===== src/rtl/fsm_seq_pkg.sv =====
// fsm_seq_pkg
// Shared definitions for the 4-state Mealy sequence FSM and its monitor:
// state encodings and the golden transition/output table as functions.
// Shared with the FSM's own testbench.
package fsm_seq_pkg;

    typedef enum logic [1:0] {
        S0 = 2'b00,
        S1 = 2'b01,
        S2 = 2'b10,
        S3 = 2'b11
    } state_t;

    // Golden next state for (state, input).
    function automatic state_t golden_next(state_t s, logic in_bit);
        state_t r;
        r = S0;
        case (s)
            S0: r = in_bit ? S3 : S1;
            S1: r = in_bit ? S2 : S0;
            S2: r = in_bit ? S0 : S3;
            S3: r = in_bit ? S1 : S3;
            default: r = S0;
        endcase
        return r;
    endfunction

    // Golden Mealy output for (state, input).
    function automatic logic golden_out(state_t s, logic in_bit);
        logic r;
        r = 1'b0;
        case (s)
            S0: r = 1'b1;
            S1: r = 1'b1;
            S2: r = in_bit;
            S3: r = 1'b0;
            default: r = 1'b0;
        endcase
        return r;
    endfunction

endpackage


===== src/rtl/fsm_seq_monitor_golden_step.sv =====
// fsm_golden_step
// Purely combinational single step of the golden FSM table.
// Ports:
//   state_cur  in   current golden state
//   bit_in     in   FSM input
//   state_nxt  out  golden next state
//   bit_out    out  golden Mealy output
module fsm_golden_step
    import fsm_seq_pkg::*;
(
    input  logic [1:0] state_cur,
    input  logic       bit_in,
    output logic [1:0] state_nxt,
    output logic       bit_out
);

    always_comb begin
        state_nxt = golden_next(state_t'(state_cur), bit_in);
        bit_out   = golden_out(state_t'(state_cur), bit_in);
    end

endmodule


===== src/rtl/fsm_seq_monitor.sv =====
// fsm_seq_monitor
// Passive checker for the 4-state Mealy sequence FSM. Tracks a golden copy
// of the FSM on valid samples and flags/logs observed output divergence.
// Ports:
//   clk, reset_n (sync, active-low), clr (sync soft clear)
//   smp_valid, dut_in, dut_out      observed FSM cycle
//   exp_out                          golden output (combinational)
//   gstate                           golden state register
//   mismatch                         one-cycle pulse after a bad sample
//   alarm                            sticky, mismatch_cnt reached ALARM_TH
//   mismatch_cnt, sample_cnt         saturating counters
//   first_err_idx/state/vld          capture of the first divergence
module fsm_seq_monitor
    import fsm_seq_pkg::*;
#(
    parameter int CNT_W    = 8,
    parameter int ALARM_TH = 2
) (
    input  logic             clk,
    input  logic             reset_n,
    input  logic             clr,
    input  logic             smp_valid,
    input  logic             dut_in,
    input  logic             dut_out,
    output logic             exp_out,
    output logic [1:0]       gstate,
    output logic             mismatch,
    output logic             alarm,
    output logic [CNT_W-1:0] mismatch_cnt,
    output logic [CNT_W-1:0] sample_cnt,
    output logic [CNT_W-1:0] first_err_idx,
    output logic [1:0]       first_err_state,
    output logic             first_err_vld
);

    localparam logic [CNT_W-1:0] ONE  = CNT_W'(1);
    localparam logic [CNT_W-1:0] TH_V = CNT_W'(ALARM_TH);

    state_t           gstate_q, gstate_d;
    logic [1:0]       step_nxt;
    logic             miss;
    logic             mismatch_d, alarm_d, fe_vld_d;
    logic [CNT_W-1:0] mcnt_d, scnt_d, fe_idx_d;
    state_t           fe_state_d;

    fsm_golden_step u_step (
        .state_cur (gstate_q),
        .bit_in    (dut_in),
        .state_nxt (step_nxt),
        .bit_out   (exp_out)
    );

    assign gstate = gstate_q;
    assign miss   = (dut_out != exp_out);

    always_comb begin
        gstate_d   = gstate_q;
        scnt_d     = sample_cnt;
        mcnt_d     = mismatch_cnt;
        mismatch_d = 1'b0;
        fe_idx_d   = first_err_idx;
        fe_state_d = state_t'(first_err_state);
        fe_vld_d   = first_err_vld;
        alarm_d    = alarm;
        if (clr) begin
            // Clear drops any sample presented in the same cycle.
            gstate_d   = S0;
            scnt_d     = '0;
            mcnt_d     = '0;
            fe_idx_d   = '0;
            fe_state_d = S0;
            fe_vld_d   = 1'b0;
            alarm_d    = 1'b0;
        end else if (smp_valid) begin
            // Golden path never follows the DUT, even after a mismatch.
            gstate_d = state_t'(step_nxt);
            scnt_d   = (sample_cnt == '1) ? sample_cnt : sample_cnt + ONE;
            if (miss) begin
                mismatch_d = 1'b1;
                mcnt_d     = (mismatch_cnt == '1) ? mismatch_cnt : mismatch_cnt + ONE;
                if (!first_err_vld) begin
                    fe_idx_d   = sample_cnt;
                    fe_state_d = gstate_q;
                    fe_vld_d   = 1'b1;
                end
            end
            alarm_d = alarm | (mcnt_d >= TH_V);
        end
    end

    always_ff @(posedge clk) begin
        if (!reset_n) begin
            gstate_q        <= S0;
            sample_cnt      <= '0;
            mismatch_cnt    <= '0;
            mismatch        <= 1'b0;
            alarm           <= 1'b0;
            first_err_idx   <= '0;
            first_err_state <= S0;
            first_err_vld   <= 1'b0;
        end else begin
            gstate_q        <= gstate_d;
            sample_cnt      <= scnt_d;
            mismatch_cnt    <= mcnt_d;
            mismatch        <= mismatch_d;
            alarm           <= alarm_d;
            first_err_idx   <= fe_idx_d;
            first_err_state <= fe_state_d;
            first_err_vld   <= fe_vld_d;
        end
    end

endmodule


===== config.mk =====
export PLATFORM = sky130hd
export DESIGN_NAME = fsm_seq_monitor
export DESIGN_NICKNAME = d
export VERILOG_FILES = /design/src/rtl/fsm_seq_pkg.sv /design/src/rtl/fsm_seq_monitor_golden_step.sv /design/src/rtl/fsm_seq_monitor.sv
export SDC_FILE = /design/constraint.sdc
export NUM_CORES = 1
export LEC_CHECK = 0
export CAP_MARGIN = 20
export CORE_MARGIN = 2
export CORE_UTILIZATION = 45
export CTS_BUF_LIST = sky130_fd_sc_hd__clkbuf_8
export DETAILED_ROUTE_END_ITERATION = 16
export GPL_ROUTABILITY_DRIVEN = 0
export PLACE_DENSITY = 0.81
export SYNTH_ARGS = -nofsm -noshare
export SYNTH_HDL_FRONTEND = slang
export SYNTH_SLANG_ARGS = --single-unit

===== constraint.sdc =====
create_clock -name clk -period 2 [get_ports clk]
set_input_delay 0.4 -clock clk [delete_from_list [all_inputs] [get_ports clk]]
set_output_delay 0.4 -clock clk [all_outputs]
set_load 0.1 [all_outputs]

==> results.toml <==
[die]
die_w_microns = 61.4
core_region_area_sq_um = 3100
initial_core_util_pct = 47.7
rows = 20
die_y_microns = 61.4
dieArea_sq_um = 3770
ios = 38

[yosys]
synth-seq-cells = 31
syn_avg_cell_area_sq_um = 9.03
ys_types = 42
yosys_warnings = 0
synth_area_sq_um = 1480
synthArstFlopShare_pct = 0
synthCells = 164
syn_nets = 172
synth_edf_count = 0
seq_area_frac_synth_pct = 41.9
yosys_most_used_dff = "dfxtp_1"

[cells_and_area]
area_delta_synth_final_pct = 42.8
nFillCells = 266
fin_area_sq_um = 2120
nets = 224
drive_gt1_share_pct = 38.7
final_core_util_pct = 68.2
antennaDiodeCount = 0
most-common-layout-cells = "buf_4 (45), nor2_1 (33), dfxtp_1 (16), mux2i_1 (14), dfxtp_4 (9)"
final_common_cell = "buf_4"

[critical_path]
timing_worst_setup_path_type = "reg -> reg"
r2r_slack_ns = 0.05
cp_max_fo = 8
endpoint_kind = "flip-flop"
crit_required_ns = 2.16
critPathLaunchType = "flip-flop"
cp.arrival_ns = 2.11

[global_routing]
grt_usage_pct = 20.2
grt_pass1_vias = 1231
antenna_found_initial = 0
grt_max_degree = 17
grt_pass1_wl_mm = 5.56
overflow = 0

[cts]
clk_path_buf_depth = 2
cts.sinks = 31
h-tree-depth = 2
numCtsBuffers = 5
clock_latency_ns = 0.28
tritoncts = "built"
cts_root_buffer = "clkbuf_8"
path_clk_slew_ns = 0.06

[routing]
detail-route-antenna-nets = 0
vias_per_cell = 5.34
wl_mm = 3.49
vias = 1394
drc = 0
drtIter0Drc = 84
drt_first_pass_iters = 5
wire_per_inst_microns = 13.4

[timing]
rsz0062_at_grt = "no"
max_freq_ghz = 0.514
worst_clock_skew_ns = 0.00498
drv_slew = 0
min_period_ns = 1.95
worstMarginPinSlew_ns = 0.364
setup_viol = 0
hold_viol = 0
max_slew_margin_pct = 75.8
hold_ws_ns = 0.496
finalSetupTns_ns = 0
fin_crit_sh_pct = 97.3

[power_and_ir_drop]
power_mw = 1.39
p_per_area_nw_per_um2 = 657
ir_drop_mv = 0.489
p_leak_nw = 0.933

[placed_design]
dpl.hpwl_mm = 2.60
dpl-instance-area_sq_um = 1990
portBuffers = 37

[outcome]
status = "finished, final reports clean"

[min_path]
worstHoldPathType = "reg -> reg"

[job]
drv_cap = 0
Yosys cell counts (2+ instances only):
| library cell | number | area share (%) |
|---|---|---|
| a21oi_1 | 5 | 1.7 |
| a31oi_1 | 3 | 1.3 |
| and3_1 | 5 | 2.1 |
| buf_2 | 3 | 1.0 |
| clkbuf_1 | 3 | 0.76 |
| dfxtp_1 | 31 | 42 |
| ha_1 | 2 | 1.7 |
| inv_1 | 3 | 0.76 |
| mux2i_1 | 14 | 9.5 |
| nand2_1 | 5 | 1.3 |
| nand2b_1 | 2 | 0.84 |
| nand3_1 | 5 | 1.7 |
| nand4_1 | 7 | 3.0 |
| nor2_1 | 33 | 8.4 |
| nor4_1 | 2 | 0.84 |
| o21ai_0 | 4 | 1.4 |
| or3_1 | 3 | 1.3 |
| or4_1 | 2 | 1.0 |
| xnor2_1 | 3 | 1.8 |
| xor2_1 | 7 | 4.1 |
worst max-delay path, cell delays in order (launching register included):
cell	delay, ns
dfxtp_4	0.42
nand2_4	0.07
or4_4	0.49
a2111oi_4	0.36
o22ai_1	0.15
o41a_1	0.33
cells by family after synthesis:
kind of cell    after synthesis  synth area share, %
simple gates                 73                 25.4
flops                        31                 41.9
compound gates               23                 12.1
mux                          14                 9.46
buf+inv                      11                 3.55
xor+xnor                     10                 5.91
fa+ha+maj                     2                 1.69
power by group:
part	internal (mW)	switching, mW
Clock	0.362	0.220
Sequential	0.615	0.0113
Combinational	0.0676	0.115
Total	1.04	0.346
registers in the layout (all words and copies together) (netlist names):
signal           cells
first_err_idx        8
mismatch_cnt         8
gstate               2
first_err_state      2
first_err_vld        1
alarm                1
sample_cnt           8
mismatch             1
worst paths after layout:
path	start	end	depth (start not counted)
hold / removal	first_err_idx[1]	first_err_idx[1]	2
hold reg to reg	first_err_idx[1]	first_err_idx[1]	2
setup / recovery	mismatch_cnt[1]	alarm	5
setup reg to reg	mismatch_cnt[1]	alarm	5
repair_timing:
action	in CTS	in global routing
setup buffers	0	0
gates cloned	0	0
resized for setup	2	2
endpoints found under the setup margin	2	2
hold buffers	0	0
routing by layer:
layer / routed length [microns] / global-route usage (%)
met2: 1700 / 33.6
met4: 31 / 6.08
met5: 0 / 0
met1: 1540 / 25.2
met3: 227 / 6.51
layout make-up:
cell class | count | area [sq um] | share of cell area (%)
Inverter | 4 | 15.0 | 0.710
Sequential cell | 31 | 662 | 31.3
Clock inverter | 3 | 37.5 | 1.77
Clock buffer | 5 | 68.8 | 3.25
Timing Repair Buffer | 52 | 430 | 20.3
Tap cell | 44 | 55.1 | 2.60
Multi-Input combinational cell | 122 | 847 | 40.0
through the flow:
stage	std cells	setup slack, ns
2_1_floorplan	164	-0.0193
3_3_place_gp	253	-0.259
3_5_place_dp	253	-0.348
4_1_cts	261	0.0283
5_1_grt	261	0.0427
6_report	261	0.0547
Note: power is estimated with default switching activity, not from simulation.
